## src/rtl/teller_dispatch_pkg.sv

```systemverilog
`default_nettype none
// ============================================================================
//  Module   : teller_dispatch_pkg
//  Purpose  : Shared state encodings, teller count and hex seven-segment table.
//  Revision : 1.0 - initial release
// ============================================================================
package teller_dispatch_pkg;

    localparam int NTELLER = 3;

    typedef enum logic [1:0] {
        ST_IDLE = 2'b00,
        ST_CALL = 2'b01,
        ST_HOLD = 2'b10
    } state_t;

    // Active-high {g,f,e,d,c,b,a}; same table as the waiting-time ROM display.
    function automatic logic [6:0] hex_to_seg7(input logic [3:0] digit);
        logic [6:0] segs;
        case (digit)
            4'h0: segs = 7'h3F;
            4'h1: segs = 7'h06;
            4'h2: segs = 7'h5B;
            4'h3: segs = 7'h4F;
            4'h4: segs = 7'h66;
            4'h5: segs = 7'h6D;
            4'h6: segs = 7'h7D;
            4'h7: segs = 7'h07;
            4'h8: segs = 7'h7F;
            4'h9: segs = 7'h6F;
            4'hA: segs = 7'h77;
            4'hB: segs = 7'h7C;
            4'hC: segs = 7'h39;
            4'hD: segs = 7'h5E;
            4'hE: segs = 7'h79;
            default: segs = 7'h71;
        endcase
        return segs;
    endfunction

endpackage
`default_nettype wire

```

## src/rtl/teller_dispatch_if.sv

```systemverilog
`default_nettype none
// ============================================================================
//  Module   : teller_dispatch_if
//  Purpose  : Arrival/teller inputs and queue/call/display outputs of the dispatcher.
//  Revision : 1.0 - initial release
// ============================================================================
interface teller_dispatch_if #(
    parameter int TW = 4
) ();
    logic          arrive;
    logic [2:0]    teller_done;
    logic [TW-1:0] issued_ticket;
    logic [2:0]    wait_cnt;
    logic          empty;
    logic          full;
    logic          overflow;
    logic [2:0]    busy;
    logic          call_valid;
    logic [1:0]    call_teller;
    logic [TW-1:0] call_ticket;
    logic [7:0]    seg;

    modport master (
        output arrive, teller_done,
        input  issued_ticket, wait_cnt, empty, full, overflow,
               busy, call_valid, call_teller, call_ticket, seg
    );

    modport slave (
        input  arrive, teller_done,
        output issued_ticket, wait_cnt, empty, full, overflow,
               busy, call_valid, call_teller, call_ticket, seg
    );
endinterface
`default_nettype wire

```

## src/rtl/teller_dispatch_seg7_hex.sv

```systemverilog
`default_nettype none
// ============================================================================
//  Module   : seg7_hex
//  Purpose  : Combinational 4-bit hex digit to 7-segment decoder.
//  Revision : 1.0 - initial release
// ============================================================================
module seg7_hex
    import teller_dispatch_pkg::*;
(
    input  wire  [3:0] i_digit,
    output logic [6:0] o_seg
);
    assign o_seg = hex_to_seg7(i_digit);
endmodule
`default_nettype wire

```

## src/rtl/teller_dispatch.sv

```systemverilog
`default_nettype none
// ============================================================================
//  Module   : teller_dispatch
//  Purpose  : Ticket issue, waiting count and round-robin teller calls with display.
//  Revision : 1.0 - initial release
// ============================================================================
module teller_dispatch
    import teller_dispatch_pkg::*;
#(
    parameter int QDEPTH   = 7,
    parameter int TW       = 4,
    parameter int HOLD_CYC = 4
) (
    input wire clka,
    input wire reset,
    teller_dispatch_if.slave bus
);
    localparam int                c_HOLD_W    = $clog2(HOLD_CYC + 1);
    localparam logic [2:0]        c_QDEPTH    = 3'(QDEPTH);
    localparam logic [c_HOLD_W-1:0] c_HOLD_LAST = c_HOLD_W'(HOLD_CYC - 1);

    state_t              r_state;
    state_t              w_state_nxt;
    logic [TW-1:0]       r_issue_ptr;
    logic [TW-1:0]       r_serve_ptr;
    logic [TW-1:0]       r_issued_ticket;
    logic [TW-1:0]       r_call_ticket;
    logic [2:0]          r_wait_cnt;
    logic [2:0]          r_busy;
    logic [1:0]          r_last_grant;
    logic [1:0]          r_grant;
    logic [1:0]          r_call_teller;
    logic [c_HOLD_W-1:0] r_hold_cnt;
    logic                r_overflow;

    logic       w_full;
    logic       w_accept;
    logic       w_in_call;
    logic       w_start;
    logic       w_hold_done;
    logic [1:0] w_pick;
    logic [2:0] w_busy_nxt;
    logic [6:0] w_seg7;

    // First free teller searching upward from last+1, wrapping over NTELLER.
    function automatic logic [1:0] rr_pick(input logic [2:0] free, input logic [1:0] last);
        logic [1:0] pick;
        logic [1:0] idx;
        logic       found;
        pick  = 2'd0;
        found = 1'b0;
        for (int k = 1; k <= NTELLER; k++) begin
            idx = 2'((int'(last) + k) % NTELLER);
            if (!found && free[idx]) begin
                pick  = idx;
                found = 1'b1;
            end
        end
        return pick;
    endfunction

    assign w_full      = (r_wait_cnt == c_QDEPTH);
    assign w_accept    = bus.arrive && !w_full;
    assign w_in_call   = (r_state == ST_CALL);
    assign w_hold_done = (r_hold_cnt == c_HOLD_LAST);
    assign w_pick      = rr_pick(~r_busy, r_last_grant);
    assign w_busy_nxt  = (r_busy & ~bus.teller_done) | (w_in_call ? (3'b001 << r_grant) : 3'b000);

    always_ff @(posedge clka) begin
        if (reset) begin
            r_state <= ST_IDLE;
        end else begin
            r_state <= w_state_nxt;
        end
    end

    always_comb begin
        w_state_nxt = r_state;
        w_start     = 1'b0;
        case (r_state)
            ST_IDLE: begin
                if ((r_wait_cnt != 3'd0) && ((~r_busy) != 3'b000)) begin
                    w_start     = 1'b1;
                    w_state_nxt = ST_CALL;
                end
            end
            ST_CALL: w_state_nxt = ST_HOLD;
            ST_HOLD: begin
                if (w_hold_done) begin
                    w_state_nxt = ST_IDLE;
                end
            end
            default: w_state_nxt = ST_IDLE;
        endcase
    end

    always_ff @(posedge clka) begin
        if (reset) begin
            r_issue_ptr     <= '0;
            r_serve_ptr     <= '0;
            r_issued_ticket <= '0;
            r_call_ticket   <= '0;
            r_wait_cnt      <= 3'd0;
            r_busy          <= 3'b000;
            // Starting the search from the last teller makes teller 1 the first grant.
            r_last_grant    <= 2'(NTELLER - 1);
            r_grant         <= 2'd0;
            r_call_teller   <= 2'd0;
            r_hold_cnt      <= '0;
            r_overflow      <= 1'b0;
        end else begin
            r_overflow <= bus.arrive && w_full;
            r_busy     <= w_busy_nxt;

            if (w_accept) begin
                r_issued_ticket <= r_issue_ptr;
                r_issue_ptr     <= r_issue_ptr + 1'b1;
            end

            case ({w_accept, w_in_call})
                2'b10:   r_wait_cnt <= r_wait_cnt + 3'd1;
                2'b01:   r_wait_cnt <= r_wait_cnt - 3'd1;
                default: r_wait_cnt <= r_wait_cnt;
            endcase

            if (w_start) begin
                r_grant       <= w_pick;
                r_call_teller <= w_pick + 2'd1;
                r_call_ticket <= r_serve_ptr;
            end

            if (w_in_call) begin
                r_serve_ptr  <= r_serve_ptr + 1'b1;
                r_last_grant <= r_grant;
            end

            if (r_state == ST_HOLD) begin
                r_hold_cnt <= w_hold_done ? '0 : r_hold_cnt + 1'b1;
                if (w_hold_done) begin
                    r_call_teller <= 2'd0;
                end
            end else begin
                r_hold_cnt <= '0;
            end
        end
    end

    seg7_hex u_seg7_hex (
        .i_digit (r_call_ticket[3:0]),
        .o_seg   (w_seg7)
    );

    assign bus.issued_ticket = r_issued_ticket;
    assign bus.wait_cnt      = r_wait_cnt;
    assign bus.empty         = (r_wait_cnt == 3'd0);
    assign bus.full          = w_full;
    assign bus.overflow      = r_overflow;
    assign bus.busy          = r_busy;
    assign bus.call_valid    = w_in_call;
    assign bus.call_teller   = r_call_teller;
    assign bus.call_ticket   = r_call_ticket;
    assign bus.seg           = {(r_state == ST_CALL) || (r_state == ST_HOLD), w_seg7};
endmodule
`default_nettype wire

```

## src/flat_wrapper.sv

```systemverilog
// flat-port wrapper written by rule: the top's interface ports become plain ports
module teller_dispatch_flat import teller_dispatch_pkg::*;
#(
    parameter int QDEPTH   = 7,
    parameter int TW       = 4,
    parameter int HOLD_CYC = 4
)
  (clka, reset, bus_arrive, bus_teller_done, bus_issued_ticket, bus_wait_cnt, bus_empty, bus_full, bus_overflow, bus_busy, bus_call_valid, bus_call_teller, bus_call_ticket, bus_seg);
  teller_dispatch_if #(.TW(TW)) bus_i ();
  input wire clka;
  input wire reset;
  input wire logic [$bits(bus_i.arrive)-1:0] bus_arrive;
  input wire logic [$bits(bus_i.teller_done)-1:0] bus_teller_done;
  output wire logic [$bits(bus_i.issued_ticket)-1:0] bus_issued_ticket;
  output wire logic [$bits(bus_i.wait_cnt)-1:0] bus_wait_cnt;
  output wire logic [$bits(bus_i.empty)-1:0] bus_empty;
  output wire logic [$bits(bus_i.full)-1:0] bus_full;
  output wire logic [$bits(bus_i.overflow)-1:0] bus_overflow;
  output wire logic [$bits(bus_i.busy)-1:0] bus_busy;
  output wire logic [$bits(bus_i.call_valid)-1:0] bus_call_valid;
  output wire logic [$bits(bus_i.call_teller)-1:0] bus_call_teller;
  output wire logic [$bits(bus_i.call_ticket)-1:0] bus_call_ticket;
  output wire logic [$bits(bus_i.seg)-1:0] bus_seg;
  assign bus_i.arrive = bus_arrive;
  assign bus_i.teller_done = bus_teller_done;
  assign bus_issued_ticket = bus_i.issued_ticket;
  assign bus_wait_cnt = bus_i.wait_cnt;
  assign bus_empty = bus_i.empty;
  assign bus_full = bus_i.full;
  assign bus_overflow = bus_i.overflow;
  assign bus_busy = bus_i.busy;
  assign bus_call_valid = bus_i.call_valid;
  assign bus_call_teller = bus_i.call_teller;
  assign bus_call_ticket = bus_i.call_ticket;
  assign bus_seg = bus_i.seg;
  teller_dispatch #(.QDEPTH(QDEPTH), .TW(TW), .HOLD_CYC(HOLD_CYC)) u_core (.clka(clka), .reset(reset), .bus(bus_i));
endmodule
```

## config.mk

```make
export PLATFORM = sky130hd
export DESIGN_NAME = teller_dispatch_flat
export DESIGN_NICKNAME = d
export VERILOG_FILES = /design/src/rtl/teller_dispatch_pkg.sv /design/src/rtl/teller_dispatch_if.sv /design/src/rtl/teller_dispatch_seg7_hex.sv /design/src/rtl/teller_dispatch.sv /design/src/flat_wrapper.sv
export SDC_FILE = /design/constraint.sdc
export NUM_CORES = 1
export LEC_CHECK = 0
export ABC_AREA = 1
export ABC_CLOCK_PERIOD_IN_PS = 1900
export CAP_MARGIN = 20
export CORE_MARGIN = 2
export CORE_UTILIZATION = 35
export DETAILED_ROUTE_END_ITERATION = 8
export DONT_BUFFER_PORTS = 1
export PLACE_DENSITY_LB_ADDON = 0.15
export SYNTH_ARGS = -nofsm -noshare
export SYNTH_HDL_FRONTEND = slang
export SYNTH_HIERARCHICAL = 1
export SYNTH_SLANG_ARGS = --single-unit
```

## constraint.sdc

```tcl
create_clock -name clka -period 1.9 [get_ports clka]
set_input_delay 0.475 -clock clka [delete_from_list [all_inputs] [get_ports clka]]
set_output_delay 0.475 -clock clka [all_outputs]
set_load 0.01 [all_outputs]
```

### After elaboration in Yosys (flattened, before gate mapping)

Memory sizes are Yosys's and may differ from the RTL's. A register that Yosys moved wholly into a read port is not among the register bits.
Cells that the tools add are included.

* div/mod/pow operators: 3
* reductions and logical operators: 16
* mux-type cells: 23
* eq/ne operators: 8
* $lt $le $gt $ge: 3
* add/sub/neg operators: 9
* shifts and indexed selects: 1
* bitwise gates (word level): 5

Operators by type and width (number)
* modulo 32 x 3 -> 32 bit (second input constant): 3
* 2-to-1 mux 2 bit: 8
* < comparator 2 x 3 -> 1 bit (second input constant): 3
* adder 4 x 1 -> 4 bit (second input constant): 2
* 2-to-1 mux 4 bit: 2
* 2-to-1 mux 1 bit: 7
* adder 2 x 2 -> 3 bit (second input constant): 2
* adder 3 x 1 -> 3 bit (second input constant): 2
* binary-select mux 1 bit (select 2 bit): 3
* NOT 3 bit: 2
* one-hot mux 2 bit (3 select lines): 1
* one-hot mux 3 bit (2 select lines): 1
* nonzero test 3 bit: 2
* logical AND 1 bit: 5
* == test 2 x 1 -> 1 bit (second input constant): 2
* == test 2 bit (second input constant): 2
* != test 2 x 1 -> 1 bit (second input constant): 2
* adder 2 x 1 -> 3 bit (second input constant): 1
* AND 3 bit: 1
* == test 3 x 2 -> 1 bit (second input constant): 1
* == test 3 bit (second input constant): 1
* zero test 1 bit: 3
* zero test 3 bit: 1
* 2-to-1 mux 3 bit: 1
* other kinds (10): 10

* register bits after elaboration: 34
* word-level logic and storage cells: 81
* output and inout port bits: 28
* memory bits (read-only): 112
* bits of input ports: 6
* memories: 1

Memories
* (no name shown): depth 16, width 7, rd ports 1, clocked after memory_dff 1, wr ports 0, RTL line teller_dispatch_pkg.sv:20 `case (digit)`

### Logic depth before layout (Yosys ltp)

Gate-level depths: netlist (run 1).

* word-level depth: 15
* mapped depth: 13

### By module

The synthesis (run 1) kept the hierarchy.

By module, submodules not included
* teller_dispatch: seq. area each 680.7 um2, area each 1631.6 um2, instances 1, cells an instance 217
* seg7_hex: seq. area each 0.0 um2, area each 270.3 um2, instances 1, cells an instance 52

### Least setup slack after synthesis (run 1)

OpenSTA, ideal clock, no wires.

* path type: register to register
* start point: register u_core.r_state[1]
* end point: register u_core.r_wait_cnt[2], in the netlist u_core/bus.wait_cnt[2]
* arrival time: 1.730 ns
* setup slack: 0.048 ns
* path buffers: 0
* data required time: 1.778 ns
* stages on the path, launching flop included: 10
* period minus slack after synthesis: 1.852 ns
* cell sequence: dfxtp_1 > inv_1 > ha_1 > ha_1 > inv_1 > fa_1 > a21oi_1 > o21ai_0 > o21ai_0 > a21oi_1

* longest elaborated chain between the ends: 3

Ends and longest elaborated chain
* start: declaration: RTL line teller_dispatch.sv:22 `state_t r_state;`
* start signal: assignment: RTL line teller_dispatch.sv:73 `r_state <= w_state_nxt;`
* == test 2 x 1 -> 1 bit *: RTL line teller_dispatch.sv:64 `assign w_in_call = (r_state == ST_CALL);`
* named net bus_call_valid: RTL line flat_wrapper.sv:20 `output wire logic [$bits(bus_i.call_valid)-1:0] bus_call_valid;`
* == test 2 x 1 -> 1 bit / == test 2 bit (equally long branches): RTL line teller_dispatch.sv:120 `case ({w_accept, w_in_call})`
* one-hot mux 3 bit (2 select lines) / nonzero test 2 bit (equally long branches)
* end signal: assignment: RTL line teller_dispatch.sv:121 `2'b10: r_wait_cnt <= r_wait_cnt + 3'd1;`
* end signal: assignment: RTL line teller_dispatch.sv:122 `2'b01: r_wait_cnt <= r_wait_cnt - 3'd1;`
* end signal: assignment: RTL line teller_dispatch.sv:123 `default: r_wait_cnt <= r_wait_cnt;`
* end: declaration: RTL line teller_dispatch.sv:28 `logic [2:0] r_wait_cnt;`

Mark *: on every way through the listed nets, which the timed path passes. The rest lies on a longest branch.
A chain may end at the register's enable or synchronous reset.

==> impl_results.md, run 1 <==
* Status: completed
* Crit. Startpoint: u_core/bus.call_ticket[1]$_SDFFE_PP0N_
* Worst Setup End Kind: output port
* Leakage dissipation at around 0.001 uW
* Max-cap violations at 0
* Asr flop ratio synth at 0%
* Clock period minus final worst setup slack at 1.79 ns
* Max-slew violation count at 0
* Final Hold Viols at 0
* Worst path slowest cell: dfxtp_1
* Data arrival, critical path at 1.32 ns
* Drt total wl at 3730 um
* Cell area after layout at 0.00217 mm2
* Total die area at 0.00604 mm2
* Fin Hold WS at around 0.25 ns
* Fmax at between 500 and 600 MHz
* R2R Path Start: u_core/r_state[1]$_SDFFE_PP0P_
* First-pass DRT Iterations at 4
* Area delta synth->final at 14.3%
* Input/output buffers at 0
* Worst Setup Path Type: reg2out
* Pwr dens at 1430 mW/mm2
* TritonCTS Buffers at 5
* Crit path top cell by count: nand2_1
* Drt wl/cell at 10.6 um
* Remaining DRCs at 0
* Clk_lat worst skew at 0.28 ns
* Initial antenna violation count at 0
* Buf+Inv Stages, Crit Path at 2
* CTS tree: done
* Slew @ Worst Pin at 0.388 ns
* HPWL Detailed at 2930 um
* Row count at 26
* Syn. warnings at 6
* Syn nets at 295
* Dpl cells at 344
* Via Count at roughly 1600
* Cells after Synth at 269
* Die width at 77.7 um
* # setup viols final at 0
* Peak per-stage delay on the critical path at between 0.3 and 0.4 ns
* CP Cell Sequence: buf_4, ha_1, inv_1, nand2_1, nand2_1, nand2_1, nand2_1
* First-pass GRT wire length at 6840 um
* Seq/Total Area, Yosys at a little over a third
* EDFF count, synth at 0
* Tot GR Track Use at 13.9%
* Hold Crit Class: in2reg
* Tot Pwr at 3100 uW
* Synth cell types at 24
* Post-DP Area at a little over 0.002 mm2
* Grt total ovfl at 0
* Antenna viol nets, final at 0
* Final period utilization at 94.2%
* Hold_buf cts at 0
* RD Place Congestion at 0.812
* Slew margin rel. at about three quarters
* Initial DRC Count at 41
* Layout cells sized above 1 at 14.1%
* Hold_sp: reset
* # IOs at 34
* Diode count at 0
* Starting Density at between 30% and 40%
* Top delay family on crit path: flip-flops
* RSZ-0062 raised after global routing: false
* Clock Tree Buf Depth at 2
* Synth Cell Area at 0.00190 mm2
* Number of global-route vias before repair at between 1500 and 2000
* Die height at 77.7 um
* Reg clk slew, reported paths at roughly 0.07 ns
* FF+latch count, synth at 34
* WP data required at 1.42 ns
* Root buffer cell: clkbuf_8
* Non-filler cells, final at about 350
* H-tree depth at 2
* Sink Count at 34
* Ys flop type: dfxtp_1
* Via/cell ratio at 4.58
* Post-layout nets at a little over 300
* Clock skew at between 0.003 and 0.004 ns
* VDD IR-drop max at 0.661 mV
* CP startpoint kind: flip-flop
* Fillers at 541
* Setup_tns at 0 ns
* Core area at 0.00517 mm2
* Largest net degree at the start of global routing at 14
* Synthesized area per cell at 7.07 um2
* Worst-path maximum fanout at 5
[worst paths after layout]
| kind | end | slack [ns] | cells past startpoint |
|---|---|---|---|
| setup / recovery | bus_seg[5] | 0.11 | 7 |
| hold / removal | u_core/bus.call_ticket[0]$_SDFFE_PP0N_ | 0.25 | 1 |
| setup reg to reg | u_core/bus.wait_cnt[2]$_SDFFE_PP0P_ | 0.20 | 9 |
| hold reg to reg | u_core/r_hold_cnt[0]$_SDFF_PP0_ | 0.43 | 1 |
[layer usage]
metal  vias up  track usage [%]  share of wire [%]
met5         -                0                  0
met4         0             4.29                1.1
met3         4             4.30                5.8
met2        28             23.6                 44
met1       707             16.7                 49
li1        877                -                  -
[power breakdown]
group	internal, uW	leakage [uW]	total [uW]	switching [uW]
Clock	386	0.0000579	636	250
Sequential	885	0.000279	1050	170
Combinational	496	0.000683	1410	914
Total	1770	0.00102	3100	1330
[synthesized netlist by cell type (2+ instances only)]
cell	number	area, um2
nand3_2	5	50.1
buf_2	3	15.0
nand2_2	4	25.0
o21ai_0	21	105
nor3_1	2	10.0
nand2_1	70	263
inv_1	43	161
inv_2	3	11.3
nand3_1	15	75.1
a21oi_1	28	140
ha_1	19	238
dfxtp_1	34	681
nor2_1	11	41.3
[stage by stage]
step | utilization (%) | worst slack [ns]
global route | 42.0 | 0.00529
CTS | 41.5 | 0.0392
finish | 42.0 | 0.110
floorplan | - | 0.0481
detailed placement | 39.4 | 0.142
global placement | 39.4 | 0.178
[cells in the final DEF (no fill, tap or decap), types with 2 or more instances in the layout]
master / n
nor3_1: 2
nor2_1: 11
inv_2: 3
clkbuf_8: 5
a21oi_1: 28
nand3_2: 5
clkinv_2: 2
nand2_1: 68
o21ai_0: 18
nand3_1: 15
ha_1: 17
ha_2: 2
inv_1: 43
buf_4: 11
nand2_2: 6
dfxtp_1: 32
o21ai_1: 2
[final cells by class]
| class | count | area [um2] | area share (%) |
|---|---|---|---|
| multi-input cells | 183 | 1030 | 47.3 |
| flip-flops and latches | 34 | 686 | 31.5 |
| inverters | 47 | 181 | 8.35 |
| well taps | 70 | 87.6 | 4.03 |
| repair buffers | 11 | 82.6 | 3.80 |
| clock buffers | 5 | 68.8 | 3.17 |
| clock inverters | 3 | 40.0 | 1.84 |
[kinds of logic (layout without fill, tap and decap cells)]
logic type / after synthesis / after routing / synth area share, %
buf+inv: 52 / 66 / 10.9
flops: 34 / 34 / 35.8
simple gates: 110 / 110 / 25.4
compound gates: 53 / 53 / 14.3
fa+ha+maj: 20 / 20 / 13.6
[sequential cells by signal, summed over array words and instances (netlist names)]
register,flops
u_core/bus.call_ticket,4
u_core/bus.issued_ticket,4
u_core/r_issue_ptr,4
u_core/r_serve_ptr,4
u_core/bus.busy,3
u_core/bus.wait_cnt,3
u_core/r_hold_cnt,3
u_core/bus.call_teller,2
u_core/r_grant,2
u_core/r_last_grant,2
u_core/r_state,2
u_core/bus.overflow,1
[what timing repair did]
| action | in CTS | in global routing |
|---|---|---|
| setup buffers | 0 | 1 |
| gates resized for setup | 1 | 10 |
| setup endpoints to repair | 1 | 5 |
| pin swaps | 0 | 1 |
Power figures use the tool's default switching activity.
==> inputs of run 2 (changes only) <==
--- a/config.mk
+++ b/config.mk
@@ -6,7 +6,7 @@
 export NUM_CORES = 1
 export LEC_CHECK = 0
 export ABC_AREA = 1
-export ABC_CLOCK_PERIOD_IN_PS = 1900
+export ABC_CLOCK_PERIOD_IN_PS = 2100
 export CAP_MARGIN = 20
 export CORE_MARGIN = 2
 export CORE_UTILIZATION = 35
==> constraint.sdc (replaced) <==
create_clock -name clka -period 2.1 [get_ports clka]
set_input_delay 0.525 -clock clka [delete_from_list [all_inputs] [get_ports clka]]
set_output_delay 0.525 -clock clka [all_outputs]
set_load 0.01 [all_outputs]
==> run 2 against run 1 <==
Effect of this change: first-iteration DRC count up 4.9%; sequential share of layout area increased by 0.78 points; non-clock buffer count down 6; setup slack better by 0.052 ns; global-route usage decreased by 0.27 points; via count fell by 0.50%; clock skew increased by 0.0014 ns; critical path type unchanged.
==> impl_results.md, run 2 (synthesized netlist as in run 1, its figures left out) <==
* Status: completed
* Worst-path maximum fanout at 6
* Buf+Inv Stages, Crit Path at 1
* Setup Buffers After CTS at 0
* Pwr dens at 1290 mW/mm2
* First-pass GRT wire length at about 6700 um
* Data arrival, critical path at 1.41 ns
* Largest net degree at the start of global routing at 15
* Via Count at 1608
* Input/output buffers at 0
* CP Cell Sequence: inv_1, ha_1, nand2_1, o21ai_0, nand2_1, nand2_1
* Total die area at between 0.006 and 0.007 mm2
* # IOs at 34
* H-tree depth at 2
* Final Hold Viols at 0
* Initial DRC Count at 43
* Setup_tns at 0 ns
* Root buffer cell: clkbuf_8
* Slew margin rel. at 72.5%
* Peak per-stage delay on the critical path at approximately 0.4 ns
* VDD IR-drop max at 0.489 mV
* First-pass DRT Iterations at 4
* Starting Density at 36.8%
* Sink Count at 34
* Post-layout nets at 302
* Max-cap violations at 0
* Diode count at 0
* Fmax at 516 MHz
* Clock period minus final worst setup slack at 1.94 ns
* Clk_lat worst skew at about 0.28 ns
* Die height at 77.7 um
* Remaining DRCs at 0
* Initial antenna violation count at 0
* CTS tree: done
* Drt total wl at 3910 um
* Core area at 0.00517 mm2
* Tot GR Track Use at about 14%
* Reg clk slew, reported paths at 0.07 ns
* Post-CTS sizing at 0
* Most common cell after layout, fill and taps aside: nand2_1
* Number of global-route vias before repair at roughly 1500
* Clock skew at 0.00532 ns
* WP data required at 1.57 ns
* Area delta synth->final at 11.1%
* Dpl cells at approximately 340
* Hold_buf cts at 0
* Layout cells sized above 1 at 10.5%
* HPWL Detailed at between 3000 and 4000 um
* Via/cell ratio at about 4.6
* Tot Pwr at 2730 uW
* Final period utilization at about 90%
* Worst Setup End Kind: output port
* Max-slew violation count at 0
* Fin Hold WS at 0.305 ns
* RSZ-0062 raised after global routing: false
* Die width at 77.7 um
* Slew @ Worst Pin at 0.413 ns
* Top delay family on crit path: flip-flops
* Worst path slowest cell: dfxtp_2
* Clock Tree Buf Depth at 2
* Row count at 26
* TritonCTS Buffers at 5
* Non-filler cells, final at 347
* Antenna viol nets, final at 0
* CP startpoint kind: flip-flop
* Drt wl/cell at 11.3 um
* Most frequent cells in the layout: 70 x nand2_1, 43 x inv_1, 32 x dfxtp_1
* RD Place Congestion at 0.783
* Worst Setup Path Type: reg2out
* Leakage dissipation at ~0.001 uW
* Grt total ovfl at 0
* # setup viols final at 0
* Crit path top cell by count: nand2_1
* Hold Crit Class: in2reg
run 2: through the flow:
step | utilization (%) | worst slack (ns) | instance area (um2)
4_1_cts | 40.8 | 0.0152 | 2110
6_report | 40.9 | 0.162 | 2110
2_1_floorplan | - | 0.248 | 1900
3_3_place_gp | 38.7 | 0.298 | 2000
5_1_grt | 40.9 | 0.0213 | 2110
3_5_place_dp | 38.7 | 0.262 | 2000
run 2: where the power goes:
group / internal, uW / switching [uW] / total [uW]
logic: 405 / 799 / 1200
clock network: 331 / 224 / 555
registers: 800 / 175 / 975
total: 1540 / 1200 / 2730
run 2: layout make-up:
type,count,area (um2)
fill,531,3060
clock buffer,8,110
multi-input combinational,183,1010
sequential,34,683
timing repair buffer,5,37.5
tap,70,87.6
inverter,47,181
run 2: routing by layer:
layer | vias up | global-route usage [%] | part of all wire [%]
met2 | 37 | 22.0 | 45
met5 | - | 0 | 0
met1 | 706 | 17.0 | 48
li1 | 861 | - | -
met3 | 4 | 5.00 | 5.8
met4 | 0 | 3.93 | 1.0
run 2: path summary, 6_finish.rpt:
| check | slack (ns) | depth (start not counted) | end | startpoint |
|---|---|---|---|---|
| max reg2reg | 0.26 | 9 | u_core/bus.wait_cnt[2]$_SDFFE_PP0P_ | u_core/bus.wait_cnt[2]$_SDFFE_PP0P_ |
| max | 0.16 | 6 | bus_seg[3] | u_core/bus.call_ticket[0]$_SDFFE_PP0N_ |
| min reg2reg | 0.43 | 1 | u_core/r_hold_cnt[0]$_SDFF_PP0_ | u_core/r_hold_cnt[0]$_SDFF_PP0_ |
| min | 0.30 | 1 | u_core/bus.issued_ticket[0]$_SDFFE_PP0P_ | reset |
==> inputs of run 3 (changes only) <==
--- a/config.mk
+++ b/config.mk
@@ -8,7 +8,6 @@
 export ABC_AREA = 1
 export ABC_CLOCK_PERIOD_IN_PS = 2100
 export CAP_MARGIN = 20
-export CORE_MARGIN = 2
 export CORE_UTILIZATION = 35
 export DETAILED_ROUTE_END_ITERATION = 8
 export DONT_BUFFER_PORTS = 1
==> run 3 against run 2 <==
Effect of this change: sequential power barely moved; routed wire length shrank 0.61%; design area fell by 0.18%; global-route usage is 1.1 points higher; register-to-register slack barely moved; sequential share of layout area up 0.058 points; critical path type unchanged.
==> impl_results.md, run 3 (synthesized netlist as in run 1, its figures left out) <==
* R2R Setup Slk at around 0.25 ns
* Initial DRC Count at 101
* Dpl cells at 338
* Clk_lat worst skew at 0.28 ns
* Most common cell after layout, fill and taps aside: nand2_1
* Buf+Inv Stages, Crit Path at 1
* Tot Pwr at ~2800 uW
* Reg clk slew, reported paths at 0.07 ns
* First-pass GRT wire length at 6290 um
* Largest net degree at the start of global routing at 15
* # setup viols final at 0
* Area delta synth->final at 10.9%
* Core area at 0.00517 mm2
* Setup_tns at 0 ns
* Remaining DRCs at 0
* CP Cell Sequence: inv_1, ha_1, nand2_1, o21ai_0, nand2_1, nand2_1
* Max-cap violations at 0
* Number of global-route vias before repair at between 1000 and 1500
* VDD IR-drop max at 0.721 mV
* CTS tree: done
* Fmax at 512 MHz
* Worst path slowest cell: dfxtp_2
* Worst Setup End Kind: output port
* Input/output buffers at 0
* First-pass DRT Iterations at 4
* Crit. Startpoint: u_core/bus.call_ticket[0]$_SDFFE_PP0N_
* Worst Setup Path Type: reg2out
* Reg2reg path depth at 9
* Worst-path maximum fanout at 6
* Clock Tree Buf Depth at 2
* Status: completed
* Post-DP Area at 0.00199 mm2
* Grt total ovfl at 0
* Max-slew violation count at 0
* Critical Path Stages at 6
* Non-filler cells, final at approximately 350
* Cell area after layout at 0.00211 mm2
* Starting Density at 36.8%
* Layout cells sized above 1 at 10.1%
* Root buffer cell: clkbuf_8
* Tot GR Track Use at 14.7%
* FF-to-FF End: u_core/bus.wait_cnt[2]$_SDFFE_PP0P_
* H-tree depth at 2
* # IOs at 34
* Total die area at ~0.0057 mm2
* Final Hold Viols at 0
* Sink Count at 34
* Initial antenna violation count at 0
* Drt total wl at 3890 um
* Data arrival, critical path at around 1.4 ns
* Fillers at ~530
* Multi-input logic area at 0.00101 mm2
* Slew margin rel. at 69.9%
* RSZ-0062 raised after global routing: false
* Hold_sp: reset
* Die width at 75.7 um
* R2R Path Start: u_core/bus.wait_cnt[2]$_SDFFE_PP0P_
* HPWL Detailed at 2950 um
* Crit path top cell by count: nand2_1
* Final period utilization at between 90 and 100%
* Clock skew at 0.00574 ns
* Storage cell area at 683 um2
* CP Capture Point: bus_seg[3]
* Drt wl/cell at between 10 and 15 um
* TritonCTS Buffers at 5
* RD Place Congestion at 0.804
* Diode count at 0
* Final core occ at 40.8%
* Clock period minus final worst setup slack at 1.95 ns
* Die height at 75.7 um
* CP startpoint kind: flip-flop
* Hold Crit Class: in2reg
* Top delay family on crit path: flip-flops
* Post-layout nets at 301
* Via/cell ratio at 4.61
* Antenna viol nets, final at 0
* Via Count at ~1600
* WP data required at between 1.5 and 2 ns
* Slew @ Worst Pin at 0.450 ns
* Row count at 26
* Peak per-stage delay on the critical path at roughly 0.42 ns
* Pwr dens at 1320 mW/mm2
* Most frequent cells in the layout: 70 x nand2_1, 43 x inv_1, 32 x dfxtp_1
* Leakage dissipation at 0.000977 uW
[run 3: how the worst min path moves through the flow]
stage / endpoint / cells after the start
floorplan: u_core/r_hold_cnt[0]$_SDFF_PP0_ / 1
finish: u_core/bus.issued_ticket[0]$_SDFFE_PP0P_ / 1
global route: u_core/bus.issued_ticket[0]$_SDFFE_PP0P_ / 1
CTS: u_core/bus.issued_ticket[0]$_SDFFE_PP0P_ / 1
detailed placement: u_core/r_hold_cnt[0]$_SDFF_PP0_ / 1
global placement: u_core/r_hold_cnt[0]$_SDFF_PP0_ / 1
[run 3: routing by layer]
metal	wire length, um	global-route usage [%]	vias to the layer above	part of all wire (%)
met1	1910	17.3	685	49
met5	0	0	-	0
li1	-	-	865	-
met2	1730	24.6	41	44
met4	43	4.53	0	1.1
met3	209	5.69	4	5.4
[run 3: final cells by class]
type | count | share of cell area [%]
multi-input combinational | 183 | 48.0
sequential | 34 | 32.4
inverter | 47 | 8.60
tap | 70 | 4.15
clock buffer | 5 | 3.26
clock inverter | 3 | 2.14
timing repair buffer | 4 | 1.42
[run 3: timing repair]
item | in CTS | in global routing
endpoints found under the setup margin | 1 | 5
setup buffers | 0 | 0
hold buffers | 0 | 0
resized for setup | 1 | 1
[run 3: where the power goes]
| part | internal, uW | leakage, uW | total [uW] | switching (uW) |
|---|---|---|---|---|
| logic | 407 | 0.000647 | 1210 | 803 |
| registers | 799 | 0.000279 | 978 | 179 |
| clock network | 353 | 0.0000504 | 600 | 247 |
| total | 1560 | 0.000977 | 2790 | 1230 |
[run 3: through the flow]
step | hold WS (ns) | setup WS (ns)
6_report | 0.303 | 0.148
5_1_grt | 0.280 | 0.0463
4_1_cts | 0.289 | 0.00566
3_5_place_dp | 0.426 | 0.263
3_3_place_gp | 0.416 | 0.305
2_1_floorplan | 0.399 | 0.248
